## src/rtl/riscv_pkg.sv

```systemverilog
// Shared load/store size codes, LSU FSM states and the access legality check.
package riscv_pkg;

    // RISC-V funct3 size codes for loads and stores
    localparam logic [2:0] LDST_B  = 3'b000;
    localparam logic [2:0] LDST_H  = 3'b001;
    localparam logic [2:0] LDST_W  = 3'b010;
    localparam logic [2:0] LDST_BU = 3'b100;
    localparam logic [2:0] LDST_HU = 3'b101;

    typedef enum logic [1:0] {
        LSU_IDLE  = 2'd0,
        LSU_MERGE = 2'd1,
        LSU_DONE  = 2'd2
    } lsu_state_e;

    // 1 when the request must be rejected: unknown size code, unsigned
    // store codes, or an address not aligned to the access size.
    function automatic logic ldst_err(input logic we, input logic [2:0] size,
                                      input logic [1:0] off);
        logic err;
        err = 1'b0;
        case (size)
            LDST_B:  err = 1'b0;
            LDST_BU: err = we;
            LDST_H:  err = off[0];
            LDST_HU: err = we | off[0];
            LDST_W:  err = |off;
            default: err = 1'b1;
        endcase
        return err;
    endfunction

endpackage

```

## src/rtl/lsu_lane.sv

```systemverilog
// Byte-lane datapath: extracts/extends a load value from a word and merges
// sub-word store data into a word. Purely combinational.
module lsu_lane
    import riscv_pkg::*;
(
    input  logic [31:0] word,
    input  logic [1:0]  off,
    input  logic [2:0]  size,
    input  logic [31:0] wdata,
    output logic [31:0] ld_data,
    output logic [31:0] st_data
);

    logic [4:0]  sh;
    logic [31:0] shifted;
    logic [31:0] mask;

    assign sh      = {off, 3'b000};
    assign shifted = word >> sh;

    // Load extend: select the addressed lane, then sign/zero extend
    always_comb begin
        ld_data = 32'h0;
        case (size)
            LDST_B:  ld_data = {{24{shifted[7]}}, shifted[7:0]};
            LDST_H:  ld_data = {{16{shifted[15]}}, shifted[15:0]};
            LDST_W:  ld_data = word;
            LDST_BU: ld_data = {24'h0, shifted[7:0]};
            LDST_HU: ld_data = {16'h0, shifted[15:0]};
            default: ld_data = 32'h0;
        endcase
    end

    // Store merge: replace only the addressed lane(s) of the old word
    always_comb begin
        mask = 32'hFFFF_FFFF;
        case (size[1:0])
            2'b00:   mask = 32'h0000_00FF << sh;
            2'b01:   mask = 32'h0000_FFFF << sh;
            default: mask = 32'hFFFF_FFFF;
        endcase
        st_data = (word & ~mask) | ((wdata << sh) & mask);
    end

endmodule

```

## src/rtl/lsu_ctrl.sv

```systemverilog
// Load/store unit controller: single-cycle loads and word stores, read-merge-
// write for byte/half stores, misalignment rejection.
module lsu_ctrl
    import riscv_pkg::*;
(
    input  logic        clk_i,
    input  logic        rst_i,
    input  logic        core_req_i,
    input  logic        core_we_i,
    input  logic [2:0]  core_size_i,
    input  logic [31:0] core_addr_i,
    input  logic [31:0] core_wd_i,
    output logic [31:0] core_rd_o,
    output logic        core_stall_o,
    output logic        misalign_o,
    output logic        mem_req_o,
    output logic        mem_we_o,
    output logic [31:0] mem_addr_o,
    output logic [31:0] mem_wd_o,
    input  logic [31:0] mem_rd_i
);

    lsu_state_e  state_q, state_d;
    // rd_q holds the extended load result, or the raw old word for a merge
    logic [31:0] rd_q, rd_d;
    // ld_q marks that rd_q is a load result to present in DONE
    logic        ld_q, ld_d;
    logic        err;
    logic [31:0] lane_word, lane_ld, lane_st;

    assign err       = ldst_err(core_we_i, core_size_i, core_addr_i[1:0]);
    assign lane_word = (state_q == LSU_MERGE) ? rd_q : mem_rd_i;

    lsu_lane u_lane (
        .word    (lane_word),
        .off     (core_addr_i[1:0]),
        .size    (core_size_i),
        .wdata   (core_wd_i),
        .ld_data (lane_ld),
        .st_data (lane_st)
    );

    // State and read register; reset also discards any pending merge
    always_ff @(posedge clk_i) begin
        if (rst_i) begin
            state_q <= LSU_IDLE;
            rd_q    <= 32'h0;
            ld_q    <= 1'b0;
        end else begin
            state_q <= state_d;
            rd_q    <= rd_d;
            ld_q    <= ld_d;
        end
    end

    // Next state and outputs; reset gates every output to 0 in the same cycle
    always_comb begin
        state_d      = state_q;
        rd_d         = rd_q;
        ld_d         = ld_q;
        mem_req_o    = 1'b0;
        mem_we_o     = 1'b0;
        mem_addr_o   = 32'h0;
        mem_wd_o     = 32'h0;
        core_stall_o = 1'b0;
        misalign_o   = 1'b0;
        core_rd_o    = 32'h0;
        if (rst_i) begin
            state_d = LSU_IDLE;
            rd_d    = 32'h0;
            ld_d    = 1'b0;
        end else begin
            case (state_q)
                LSU_IDLE: begin
                    if (core_req_i) begin
                        core_stall_o = 1'b1;
                        state_d      = LSU_DONE;
                        ld_d         = 1'b0;
                        if (err) begin
                            misalign_o = 1'b1;
                            rd_d       = 32'h0;
                        end else begin
                            mem_req_o  = 1'b1;
                            mem_addr_o = {2'b00, core_addr_i[31:2]};
                            if (!core_we_i) begin
                                rd_d = lane_ld;
                                ld_d = 1'b1;
                            end else if (core_size_i == LDST_W) begin
                                mem_we_o = 1'b1;
                                mem_wd_o = core_wd_i;
                            end else begin
                                rd_d    = mem_rd_i;
                                state_d = LSU_MERGE;
                            end
                        end
                    end
                end
                LSU_MERGE: begin
                    mem_req_o    = 1'b1;
                    mem_we_o     = 1'b1;
                    mem_addr_o   = {2'b00, core_addr_i[31:2]};
                    mem_wd_o     = lane_st;
                    core_stall_o = 1'b1;
                    state_d      = LSU_DONE;
                end
                LSU_DONE: begin
                    core_rd_o = ld_q ? rd_q : 32'h0;
                    state_d   = LSU_IDLE;
                end
                default: state_d = LSU_IDLE;
            endcase
        end
    end

endmodule

```

## config.mk

```make
export PLATFORM = sky130hd
export DESIGN_NAME = lsu_ctrl
export DESIGN_NICKNAME = d
export VERILOG_FILES = /design/src/rtl/riscv_pkg.sv /design/src/rtl/lsu_lane.sv /design/src/rtl/lsu_ctrl.sv
export SDC_FILE = /design/constraint.sdc
export NUM_CORES = 1
export LEC_CHECK = 0
export ABC_AREA = 1
export CELL_PAD_IN_SITES_DETAIL_PLACEMENT = 1
export CELL_PAD_IN_SITES_GLOBAL_PLACEMENT = 2
export CORE_ASPECT_RATIO = 0.75
export CORE_MARGIN = 1
export CORE_UTILIZATION = 20
export DETAILED_ROUTE_END_ITERATION = 7
export HOLD_SLACK_MARGIN = 0.05
export PLACE_DENSITY_LB_ADDON = 0.1
export SLEW_MARGIN = 10
export SYNTH_ARGS = -nofsm -noshare
export SYNTH_HDL_FRONTEND = slang
export SYNTH_HIERARCHICAL = 1
export SYNTH_SLANG_ARGS = --single-unit
```

## constraint.sdc

```tcl
create_clock -name clk_i -period 2.2 [get_ports clk_i]
set_input_delay 0.44 -clock clk_i [delete_from_list [all_inputs] [get_ports clk_i]]
set_output_delay 0.44 -clock clk_i [all_outputs]
set_load 0.1 [all_outputs]
```

---- Word-level counts from Yosys, hierarchy flattened ----
Cells that the tools add are included.
storage, ports and cells
  register bits after elaboration ......... 35
  bits of input ports ..................... 103
  output and inout port bits .............. 100
  logic and storage cells ................. 71
cells by class
  equality and inequality tests ........... 9
  shift-type cells ........................ 4
  mux-type cells .......................... 44
  bitwise gates (word level) .............. 5
  reduce and logical (&&, ||, !) cells .... 6
operators with widths
  operator                                                                count
  32-bit two-way mux                                                      12
  32-bit one-hot mux with 5 select lines                                  1
  32-bit one-hot mux with 2 select lines                                  2
  30-bit two-way mux                                                      3
  32-bit AND                                                              2
  30-bit one-hot mux with 2 select lines                                  1
  32-bit inverter                                                         1
  32-bit OR                                                               1
  16-bit by 5-bit left shift with 32-bit output (first input constant)    1
  32-bit by 5-bit left shift with 32-bit output                           1
  8-bit by 5-bit left shift with 32-bit output (first input constant)     1
  32-bit by 5-bit >> shifter with 16-bit output                           1
  1-bit two-way mux                                                       16
  2-bit two-way mux                                                       4
  3-bit equality test (second input constant)                             2
  1-bit one-hot mux with 2 select lines                                   3
  1-bit one-hot mux with 5 select lines                                   1
  2-bit by 1-bit equality test with 1-bit output (second input constant)  2
  2-bit logical NOT                                                       2
  2-bit one-hot mux with 2 select lines                                   1
  3-bit by 1-bit equality test with 1-bit output (second input constant)  1
  3-bit by 2-bit equality test with 1-bit output (second input constant)  1
  3-bit logical NOT                                                       1
  3-bit != test (second input constant)                                   1
  6 further kinds                                                         6

---- Logic depth before layout (Yosys ltp) ----
Gate-level depths: netlist of the first run.
  word-level depth ........................ 7
  depth in mapped cells ................... 18
  gate-level depth less buffers ........... 15

---- Modules after synthesis ----
The synthesis of the first run kept the hierarchy.
modules (own cells, without submodules)
  module    instances  cells an instance  area an instance (µm²)  sequential area each (µm²)
  lsu_ctrl  1          603                3609.7                  700.7
  lsu_lane  1          386                1786.7                  0.0

---- Worst setup path after synthesis of the first run ----
No wires, ideal clock.
  path type ............................... input to output
  start ................................... input port rst_i
  end ..................................... output port core_rd_o[10]
  arrival time ............................ 2.919 ns
  data required time ...................... 1.760 ns
  path slack .............................. -1.159 ns
  stages .................................. 4
  buffers on the path ..................... 1
  cells stage by stage .................... inv_1 nand2_1 buf_1 nor3_1
on the way
  cells in the longest elaborated chain, start to end .. 1
RTL lines
  element             line            RTL
  start, declared     lsu_ctrl.sv:7   input logic rst_i,
  32-bit two-way mux  lsu_ctrl.sv:68  if (rst_i) begin
  end, declared       lsu_ctrl.sv:13  output logic [31:0] core_rd_o,
No other way between the ends.

---- Worst setup path after layout of the first run ----
  start ................................... register state_q[0]
  end ..................................... output port mem_wd_o[20]
on the way
  cells in the longest elaborated chain, start to end .. 6
  elaborated cells on any way between the ends .. 7
  those cells by class .................... 1 x eq/ne; 3 x mux; 2 x bitwise; 1 x reduce/logical
RTL lines
  element                                         line            RTL
  start, declared                                 lsu_ctrl.sv:23  lsu_state_e state_q, state_d;
  start signal, assigned                          lsu_ctrl.sv:50  state_q <= state_d;
  2-bit by 1-bit equality test with 1-bit output  lsu_ctrl.sv:32  assign lane_word = (state_q == LSU_MERGE) ? rd_q : mem_rd_i;
  32-bit two-way mux                              lsu_ctrl.sv:32
  via lane_word[20]                               lsu_ctrl.sv:29  logic [31:0] lane_word, lane_ld, lane_st;
  32-bit AND                                      lsu_lane.sv:42  st_data = (word & ~mask) | ((wdata << sh) & mask);
  32-bit OR                                       lsu_lane.sv:42
  via lane_st[20]                                 lsu_ctrl.sv:29
  32-bit one-hot mux with 2 select lines          lsu_ctrl.sv:73  case (state_q)
  32-bit two-way mux                              lsu_ctrl.sv:68
  end, declared                                   lsu_ctrl.sv:19  output logic [31:0] mem_wd_o,
The timed path passes the listed nets, and every way through them passes these cells.

==> results summary, run 1 <==
Along the worst path, the maximum fanout reaches 11. Global routing used between 20% and 30% of the available tracks across all layers. The detailed-route wire length per cell came out at approximately 18 um. The checks that failed: negative setup slack. The number of endpoints failing setup at the final stage came out at 65. Synthesis produced a netlist whose cell count is 989.

The length of the first detailed-routing pass in iterations came out at 5. The number of failing hold endpoints at the final stage is 0. The initial core utilization is 20.6%.

The worst voltage drop across the vdd grid came out at 278 uV. The detailed-route via count is 7621. The run finished, with violations left. The biggest cell delay along the critical path is approximately 360 ps.

The number of clock buffers added by TritonCTS is 5. After synthesis, the netlist uses 32 different library cells. The share of the yosys chip area belonging to registers came out at between 10% and 20%. The routed via count divided by cell count is 4.54.

For the worst setup path, the data arrival time is 2090 ps. For the final database, setup skew stands at 5.42 ps. Setup repair after global routing could not meet its margin everywhere. The maximum operating frequency came out at 395 MHz. The initial antenna violation count came out at 0. The signal on the critical path passes through inv_4 -> nor2_4 -> inv_6 -> buf_12 -> buf_4 -> o21ai_4 -> nand3_2 -> nand2_2 -> nand2_2 -> a21oi_4 -> buf_12.

The worst relative slew slack came out at 36.4%. The first global-routing pass estimated 45600 um of wire. The pin count of the biggest net entering global routing came out at 36. The instance area at placement is approximately 11000 sq um. Clock tree synthesis selected as its root buffer the cell clkbuf_16.

The count of inserted antenna diode cells is 0. STA classifies the critical path endpoint as an output port. The horizontal extent of the die is 192 um. The violation count after the first detailed-route iteration is 360. The worst slack at placement is -607 ps. The final critical path takes up 115% of the cycle. The routing layer with the top usage in global route is met2. In this run the biggest area consumer among cell types represents 31.8% of the synthesized area. The final setup slack of the worst path came out at -331 ps.

The met3 track demand over resource in global routing came out at roughly 2.6%. The total standard cell area after synthesis came out at roughly 5400 sq um. STA classifies the critical path startpoint as a flip-flop. The number of synthesized register bits is 35. The critical path contains buffers and inverters numbering 5 combined. The final core utilization is between 40% and 50%. The top-level port count came out at 203. The floorplan has 51 rows. The chip height is 144 um. The CTS clock-pin slew for the worst setup and hold paths came out at about 60 ps. The H-tree depth came out at 2. The power after layout came out at between 3 and 4 mW.

After detailed routing, the number of remaining DRC violations is 0. The slew at the pin closest to its max-slew limit is around 950 ps. The clock sink count came out at 35.

The final weighted congestion in routability-driven placement is 0.869. After synthesis, the largest family of logic cells by area is simple AND/OR/NAND/NOR gates. The area growth from synthesis to layout is 125%.

For this design, the slowest cell found on the critical path is dfxtp_4. A synthesized cell averages roughly 5.5 sq um. The total wire length after detailed routing is 29800 um. Port buffering added 200 buffers. Once detail routing completed, the nets flagged for antenna violations numbered 0.

The global-route track usage on met2 came out at 34.6%. The cell type contributing the most total cell area after synthesis is nand2_1. The data required time at the worst endpoint came out at about 1800 ps. The longest clock path from root to sink contains 2 buffers. Dividing total power by cell area gives a power density of 272 nW/um^2. The via count of the first global-routing pass is roughly 7800.

The die area is 27700 sq um. The number of cells in the design after placement is 1626. The fraction of final layout cells sized beyond drive strength 1 is between 40% and 50%. In this run the worst hold path is classified as flip-flop to flip-flop. Of the total synthesized cell area, the portion taken by XOR and XNOR cells is 0%. TritonCTS built the clock tree. The final instance count without filler cells is 1677.

Summed over all nets, the half-perimeter wirelength after detailed placement is 22700 um. The net total in the final layout is 1436. Of the post-synthesis cell area, the part taken by muxes is 0%. The smallest clock period supported by the final layout is computed as 2530 ps. By startpoint and endpoint, the worst setup path is classified as flip-flop to output port. For this run the aggregate overflow at the end of global routing stands at 0. The core region is 26200 sq um. The post-synthesis simple-gate area fraction came out at 57.8%. The count of warnings emitted by yosys is 6. The final-report max-slew violation count was 0. The cell leakage power came out at 5.34 nW. Across the run, the number of max-cap violations was 0. The synthesized netlist devotes 0% of its cell area to adder and majority cells. The synthesized netlist devotes 13.9% of its cell area to compound gates. The clock reaches the later pin of the worst-skew pair after 290 ps.

The area of all placed cells without fillers is ~12000 sq um. The kind of cell adding the most delay to the critical path is buffers and inverters. Yosys attributes the largest share of cell area to nand2_1 (32%), dfxtp_1 (13%), nand3_1 (8.4%), nand3_2 (5.9%), inv_1 (4.9%).

The fraction of met1 tracks used by global routing came out at 31.9%.
[synthesized netlist by cell type, drive strengths merged]
cell,number
buf,47
o21ai,46
nand3,124
dfxtp,35
conb,1
o22ai,1
nor3,36
nand2,471
inv,79
a21oi,70
nor4,1
a21boi,1
o21bai,1
nor2,52
clkbuf,24
[metal layers]
layer | up-vias | part of all wire, %
li1 | 3818 | -
met1 | 3638 | 50
met2 | 152 | 46
met3 | 13 | 3.6
met4 | 0 | 0.56
met5 | - | 0
[worst paths after layout]
| kind | from | endpoint | slack [ps] | cells past startpoint |
|---|---|---|---|---|
| setup / recovery | state_q[0] | mem_wd_o[20] | -330 | 11 |
| hold / removal | rd_q[24] | rd_q[24] | 470 | 2 |
| setup reg to reg | state_q[0] | rd_q[13] | -10 | 18 |
| hold reg to reg | rd_q[24] | rd_q[24] | 470 | 2 |
[stage by stage]
stage / setup TNS, ps / hold slack (ps)
detailed placement: -40730 / 459
floorplan: -7430 / 443
CTS: -12160 / 469
global placement: -38630 / 453
global route: -20260 / 483
finish: -11220 / 467
[cell families (layout without fill, tap and decap cells)]
| family | after synthesis | in the layout |
|---|---|---|
| flops | 35 | 35 |
| buf+inv | 150 | 492 |
| other cells | 1 | 2 |
| simple gates | 684 | 685 |
| compound gates | 119 | 119 |
[flip-flops by register name, indices dropped and copies added (netlist names)]
register and cells:
rd_q 32, state_q 2, ld_q 1
[worst min-delay path, cell delays in order, from the launching register on]
cell and delay (ps):
dfxtp_1 310, nand2_1 60, a21oi_1 60
[layout by cell type, fill, tap and decap left out, types with 33 or more instances in the layout]
| cell | Yosys | final |
|---|---|---|
| nor2_4 | 6 | 37 |
| inv_1 | 71 | 68 |
| nor3_4 | 2 | 34 |
| buf_4 | 11 | 148 |
| dfxtp_1 | 35 | 33 |
| a21oi_4 | 3 | 37 |
| clkdlybuf4s50_1 | 0 | 94 |
| nand2_2 | 9 | 42 |
| nand2_1 | 457 | 414 |
| nand3_2 | 32 | 35 |
| buf_12 | 3 | 127 |
| nand3_1 | 91 | 74 |
[area by class of cell]
cell class              instances  area (sq um)
multi-input cells             806          5410
flip-flops and latches         35           706
repair buffers                406          5130
fillers                      3124         14100
clock inverters                 1          5.00
inverters                      79           334
clock buffers                   6           139
well taps                     344           430
[repair_timing]
item | CTS | global route
buffers inserted | 35 | 5
hold buffers | 0 | 0
setup endpoints to repair | 74 | 96
gates resized for setup | 179 | 21
cloned | 10 | 0
pin swaps | 53 | 23
[power by group]
part	internal [mW]	switching [mW]
combinational	0.792	1.10
sequential	0.652	0.0107
clock	0.444	0.306
No activity file was read; power rests on OpenSTA's default activity.
==> run 2: changes to the inputs <==
Settings changed: HOLD_SLACK_MARGIN 0.05 to 0.02, SETUP_SLACK_MARGIN set to 0.1.
==> run 2 against run 1 <==
Compared with the run above: the flow still finishes with violations (negative setup slack); clock power up 6.3%; hold slack worse by 3.3 ps; flip-flop and latch count unchanged; combinational power up 3%; global-route usage up 0.22 points; sequential power about the same; clock-buffer cell count up 2; via count up 0.39%; routed wire length up 3.2%; critical path type unchanged; largest power group unchanged; highest routed layer unchanged.
==> results summary, run 2 (synthesis results as in run 1) <==
The flow ran to the end, but the final reports show violations. The pin count of the biggest net entering global routing is 36. Across the routed clock network, the largest skew measured is around 4.4 ps. The part of the total power dissipated in the clock network is 23.3%. The chip height came out at 144 um. The kind of cell adding the most delay to the critical path is buffers and inverters. In the layout the commonest cells are nand2_1 (423), buf_4 (158), buf_12 (123). The die covers 27700 sq um. The cell that appears most often on the critical path is buf_12. The final weighted congestion in routability-driven placement came out at ~0.83. After detailed routing, the total wire length is 30800 um. The HPWL after detailed placement is 22700 um. The maximum operating frequency came out at 397 MHz. The number of design rule violations left after detail routing came out at 0. The area growth from synthesis to layout is 130%. Counting along the longest clock path gives a buffer depth of 2. In the final layout, the registers with the most flip-flops are rd_q: 32 flops, state_q: 2 flops, ld_q: 1 flops. The violation count after the first detailed-route iteration came out at 392. Traced cell by cell, the critical path runs through inv_4 -> nor2_4 -> inv_6 -> buf_12 -> buf_12 -> o21ai_4 -> nand3_2 -> nand2_2 -> nand2_2 -> a21oi_4 -> buf_12. Setup repair after global routing could not meet its margin everywhere. For this design the ratio of total power to cell area is between 200 and 300 nW/um^2. The remaining antenna violation count came out at 0.

The worst hold path belongs to the class flip-flop to flip-flop. The final core utilization is 47.2%. Dividing the detail-routed via count by the number of cells gives 4.53. The number of failing hold endpoints at the final stage is 0. The instance area at placement came out at 10900 sq um.

Clock tree synthesis selected as its root buffer the cell clkbuf_16. The register-to-register setup slack came out at -200 ps. Global routing consumed, over all layers together, 21.9% of the routing resources.

The standard-cell row count came out at 51. By startpoint and endpoint, the worst setup path is classified as flip-flop to output port. The final-report max-slew violation count came out at 0. The number of flip-flops in the largest register came out at 32. The final instance count without filler cells is 1688.

In this design, the stage delay of the slowest critical-path cell is 360 ps. Max-cap violations in this run came to 0. Summed over all layers, the global routing overflow is 0. The clock tree from TritonCTS is built. The horizontal extent of the die is 192 um. The checks that failed: negative setup slack.

The initial antenna violation count is 0. The first global-routing pass estimated roughly 46000 um of wire. The total buffers and inverters traversed by the critical path came out at 5. The first detailed-routing pass took 4 iterations. The share of total power dissipated in combinational logic is 57.2%.

The number of hold buffers added after CTS was 0. The H-tree depth came out at 2. The data required time at the worst endpoint is 1760 ps.

The internal cell power is 1.97 mW. The later pin in the worst-skew pair is clocked with a latency of 290 ps. IR analysis of the VDD net gives a maximum drop of 278 uV.

203 I/O pins were placed. The area of the placeable core came out at between 20000 and 30000 sq um. The via count of the first global-routing pass came out at 7717. The startpoint type of the worst setup path is a flip-flop. The clock sink count came out at 35. The worst setup path is captured at an output port. The number of endpoints failing setup at the final stage is 89. The final setup slack of the worst path came out at -322 ps. The detailed-route wire length per cell came out at 18.2 um. The critical-path cell with the highest stage delay is dfxtp_4.

Counting flops per register, the top entry is rd_q. The fraction of final layout cells sized beyond drive strength 1 came out at 43.8%. Net switching is 42.4% of the power. The smallest clock period supported by the final layout is computed as around 2500 ps.

The area of all placed cells without fillers is 12400 sq um. The arrival time at the worst endpoint came out at 2080 ps. The initial core utilization came out at 20.6%. The count of inserted antenna diode cells is 0. The CTS buffer count is 5. Clock-pin slew was measured on the worst setup and hold paths at roughly 60 ps. The net switching power is 1.45 mW. The number of cells in the design after placement came out at 1630. The final period utilization is 115%. The count of buffers added on input and output ports is 200.

The detailed-route via count came out at 7651. The net total in the final layout is 1446. The analysis attributes to cell leakage a power of 5.45 nW. Sequential cells burn 19.4% of the power. The top fanout value on the critical path is 7. The library cell used most frequently in the layout, excluding fill and tap cells, is nand2_1.
## run 2: cell types whose count changed in the layout (fill, tap and decap cells not counted), moves of 3 or more
| cell | previous run | this run |
|---|---|---|
| o21ai_4 | 24 | 27 |
| nand3_2 | 35 | 27 |
| o21ai_2 | 8 | 5 |
| nand3_4 | 15 | 23 |
| buf_12 | 127 | 123 |
| nand2_1 | 414 | 423 |
| nor2_2 | 0 | 3 |
| nand2_2 | 42 | 30 |
| nor2_1 | 13 | 10 |
| buf_4 | 148 | 158 |
| buf_6 | 21 | 18 |
## run 2: through the flow
stage / hold slack (ps) / TNS (ps) / power [mW] / setup WS [ps]
2_1_floorplan: 443 / -4710 / 1.60 / -229
3_3_place_gp: 449 / -37440 / 2.36 / -533
3_5_place_dp: 454 / -41500 / 2.37 / -583
4_1_cts: 464 / -13310 / 3.38 / -325
5_1_grt: 480 / -24840 / 3.60 / -381
6_report: 464 / -16400 / 3.41 / -322
## run 2: worst paths after layout
check | start | endpoint | cells after the start
worst max-delay path | state_q[0] | mem_wd_o[16] | 11
worst min-delay path | rd_q[26] | rd_q[26] | 2
worst max register to register | state_q[0] | rd_q[22] | 21
worst min register to register | rd_q[26] | rd_q[26] | 2
## run 2: layer usage
metal	routed length, um	track usage (%)	up-vias
li1	-	-	3841
met1	15000	32.2	3630
met2	14000	34.5	162
met3	1460	2.86	18
met4	269	2.76	0
met5	0	0	-
## run 2: layout make-up
type                       instances  area, sq um
fill                            3136        13800
multi-input combinational        807         5540
timing repair buffer             415         5230
sequential                        35          708
tap                              344          430
inverter                          79          333
clock buffer                       8          156
## run 2: power by group through the flow
stage | clock, mW | sequential [mW] | combinational, mW
2_1_floorplan | 0 | 0.676 | 0.920
4_1_cts | 0.816 | 0.663 | 1.90
3_5_place_dp | 0 | 0.677 | 1.69
3_3_place_gp | 0 | 0.676 | 1.68
6_report | 0.796 | 0.663 | 1.95
5_1_grt | 0.846 | 0.664 | 2.09
## run 2: what timing repair did
| action | CTS | global route |
|---|---|---|
| pin swaps | 73 | 22 |
| setup endpoints to repair | 96 | 118 |
| setup buffers | 30 | 10 |
| gates cloned | 10 | 3 |
| gates resized for setup | 168 | 32 |
## run 2: worst register-to-register path: stages, from the launching register on
cell,delay [ps]
dfxtp_4,360
inv_4,40
nor2_4,160
inv_6,100
buf_12,160
buf_4,140
nand2_1,50
o21ai_1,60
buf_4,140
buf_4,140
nand2_1,60
nand2_1,40
nand2_1,60
nand2_2,90
nand2_4,110
buf_12,130
buf_16,120
nand3_1,80
nand2_1,80
nand2_1,50
nand2_1,60
a21oi_1,50
==> run 3: changes to the inputs <==
Settings changed: CORE_ASPECT_RATIO 0.75 to 0.5.
==> run 3 against run 2 <==
Compared with the run above: the run still ends with negative setup slack left; first-iteration DRC count increased by 25%; clock skew up 1.2 ps; clock-buffer cell count decreased by 2; flip-flop and latch count unchanged; sequential power about the same; via count increased by 5.9%; critical path depth is the same; fmax decreased by 2.4%; non-clock buffer count rose by 11; largest cell class unchanged.
==> results summary, run 3 (synthesis results as in run 1) <==
Cells with a size suffix above 1 make up about half of the layout. The area of all placed cells without fillers came out at 12900 sq um. Max-cap violations in this run came to 0. In this run the critical register-to-register path is launched from state_q[0]. In this run the most critical hold path is launched from rd_q[23].

The H-tree depth is 2. The number of design rule violations left after detail routing came out at 0. Traced cell by cell, the critical path runs through inv_4 -> nor2_4 -> clkinv_4 -> buf_12 -> buf_6 -> o21ai_4 -> nand3_2 -> nand2_2 -> nand2_2 -> a21oi_4 -> buf_12. Summed over all failing endpoints, the final setup total negative slack is -22680 ps. Setup repair after global routing could not meet its margin everywhere. The number of flip-flops in the largest register is 32. The pin count of the biggest net entering global routing is 36. The standard-cell row count is 42. The worst slack at placement came out at -573 ps. At the worst endpoint, the arrival time is 2140 ps. The routed via count divided by cell count is 4.75. The violation count after the first detailed-route iteration is 489.

The number of cells in the design after placement came out at 1612. The clock sink count came out at 35. The number of endpoints failing setup at the final stage came out at 91. The remaining antenna violation count is 0. In this run the count of I/O pins placed on the die edge is around 200. The wire length of the first global-routing pass came out at approximately 50000 um. The total wire length after detailed routing came out at 34000 um. The largest individual stage delay along the critical path comes from the cell dfxtp_4. The final weighted congestion in routability-driven placement came out at 0.865. The die is around 230 um wide. The length of the first detailed-routing pass in iterations came out at 5. The area growth from synthesis to layout is 139%. The worst voltage drop across the vdd grid is 236 uV. The cell leakage power came out at 5.63 nW. Global routing consumed, over all layers together, between 20% and 30% of the routing resources. The source of the critical timing path is state_q[0]. The final instance count without filler cells came out at about 1700. The sequential cell area is 706 sq um. In this run the tightest slew margin relative to its limit is 35.3%. In the final layout, the multi-input gates occupy about 5700 sq um. The initial utilization of the core area, before any placement, comes to 20.4%.

Clock tree synthesis inserted a total of 5 buffers. The count of buffers from port buffering came out at 200. The worst setup path is captured at an output port. The worst hold slack after final layout came out at 467 ps.

More flip-flops sit in one register than any other, and that register is rd_q. After clock tree synthesis, the clock-pin slew on the worst setup and hold paths is 60 ps. The detailed-route via count came out at 8103. The final-report max-slew violation count came to 0. The later-pin clock latency in the skew report came out at 290 ps. The clock tree from TritonCTS is built. The root buffer cell is clkbuf_16. The initial antenna violation count came out at 0. The count of inserted antenna diode cells came out at 0. The setup path with the least slack is of type flip-flop to output port.

After the last flow step, the layout net total stands at 1457. At the pin with the least slew margin, the transition time is 971 ps. The checks that failed: negative setup slack. The flow ran to the end, but the final reports show violations. The total overflow left after global routing is 0.

The detailed-route wire length per cell came out at 19.9 um. The hold buffer count at cts is 0. The startpoint type of the worst setup path is a flip-flop. Along the worst path, the maximum fanout reaches 5. The total buffers and inverters traversed by the critical path came out at 5. The clock skew came out at 5.61 ps.

The kind of cell adding the most delay to the critical path is buffers and inverters. Dividing total power by cell area gives a power density of around 270 nW/um^2. The number of failing hold endpoints at the final stage came out at 0.

Leaving out fill and tap cells, the most frequent cell in the layout is nand2_1. The clock tree buffer depth is 2. The time the final worst path needs with I/O delays and setup came out at 2580 ps.

The die is 118 um tall. The wire-length estimate of the detail-placed layout is 23500 um. After layout, the worst setup slack is -385 ps. After filler insertion, the fill cell instance count of the layout stands at 3082. Of the available clock period, the critical path in the final layout requires 117%. At the worst endpoint, the required time is 1760 ps. The die area came out at 27700 sq um. Based on the critical path, the design can be clocked at up to slightly below 400 MHz.

The via count of the first global-routing pass came out at 8276. The type of the worst min-delay path is flip-flop to flip-flop. The biggest cell delay along the critical path came out at 360 ps. The largest registers in the layout are rd_q: 32 flops, state_q: 2 flops, ld_q: 1 flops. Summing all placed instances gives a cell area of 10700 sq um. In the layout the commonest cells are nand2_1 (390), buf_4 (131), buf_12 (128).

The region available for standard cell placement spans 26500 sq um.
==> run 3: changes by cell type in the layout (fill, tap and decap cells not counted), moves of 9 or more <==
cell,previous run,this run
nand3_1,74,61
buf_4,158,131
nand3_2,27,39
nand2_2,30,57
buf_6,18,46
a21oi_1,29,20
a21oi_2,4,13
nand2_1,423,390
==> run 3: power by group <==
| part | internal [mW] | total (mW) | switching [mW] |
|---|---|---|---|
| Combinational | 0.880 | 2.08 | 1.20 |
| Sequential | 0.652 | 0.663 | 0.0108 |
| Clock | 0.419 | 0.735 | 0.316 |
==> run 3: what timing repair did <==
item,CTS,global route
setup endpoints to repair,115,119
cloned,13,8
setup buffers,41,26
pin swaps,63,85
gates resized for setup,192,104
==> run 3: final timing paths <==
path | depth (start not counted) | end | slack (ps)
max | 11 | mem_wd_o[23] | -380
min | 2 | rd_q[23] | 470
max reg2reg | 19 | rd_q[27] | -240
min reg2reg | 2 | rd_q[23] | 470
==> run 3: metal layers <==
metal | GRT usage, % | routed length, um | up-vias
li1 | - | - | 3877
met1 | 35.0 | 16800 | 4015
met2 | 36.7 | 15400 | 199
met3 | 2.94 | 1600 | 12
met4 | 2.74 | 180 | 0
met5 | 0 | 0 | -
==> run 3: area by class of cell <==
type	count	share of cell area, %
repair buffers	426	43.2
inverters	79	2.50
well taps	352	3.41
multi-input cells	807	44.3
clock inverters	2	0.0970
flip-flops and latches	35	5.47
clock buffers	6	0.999
==> run 3: metrics by stage <==
stage / power (mW) / util, %
after global routing: 3.64 / 48.7
after global placement: 2.32 / 40.4
after CTS: 3.34 / 45.9
after floorplan: 1.60 / -
after detailed placement: 2.34 / 40.4
final: 3.48 / 48.7
==> run 3: worst reg2reg max path: cells and delay by family, from the launching register on <==
family                 cells  cell delay (ps)
and+or+nand+nor            9              750
AOI/OAI and AO/OA          2              400
DFF                        1              360
buffers and inverters      8              880
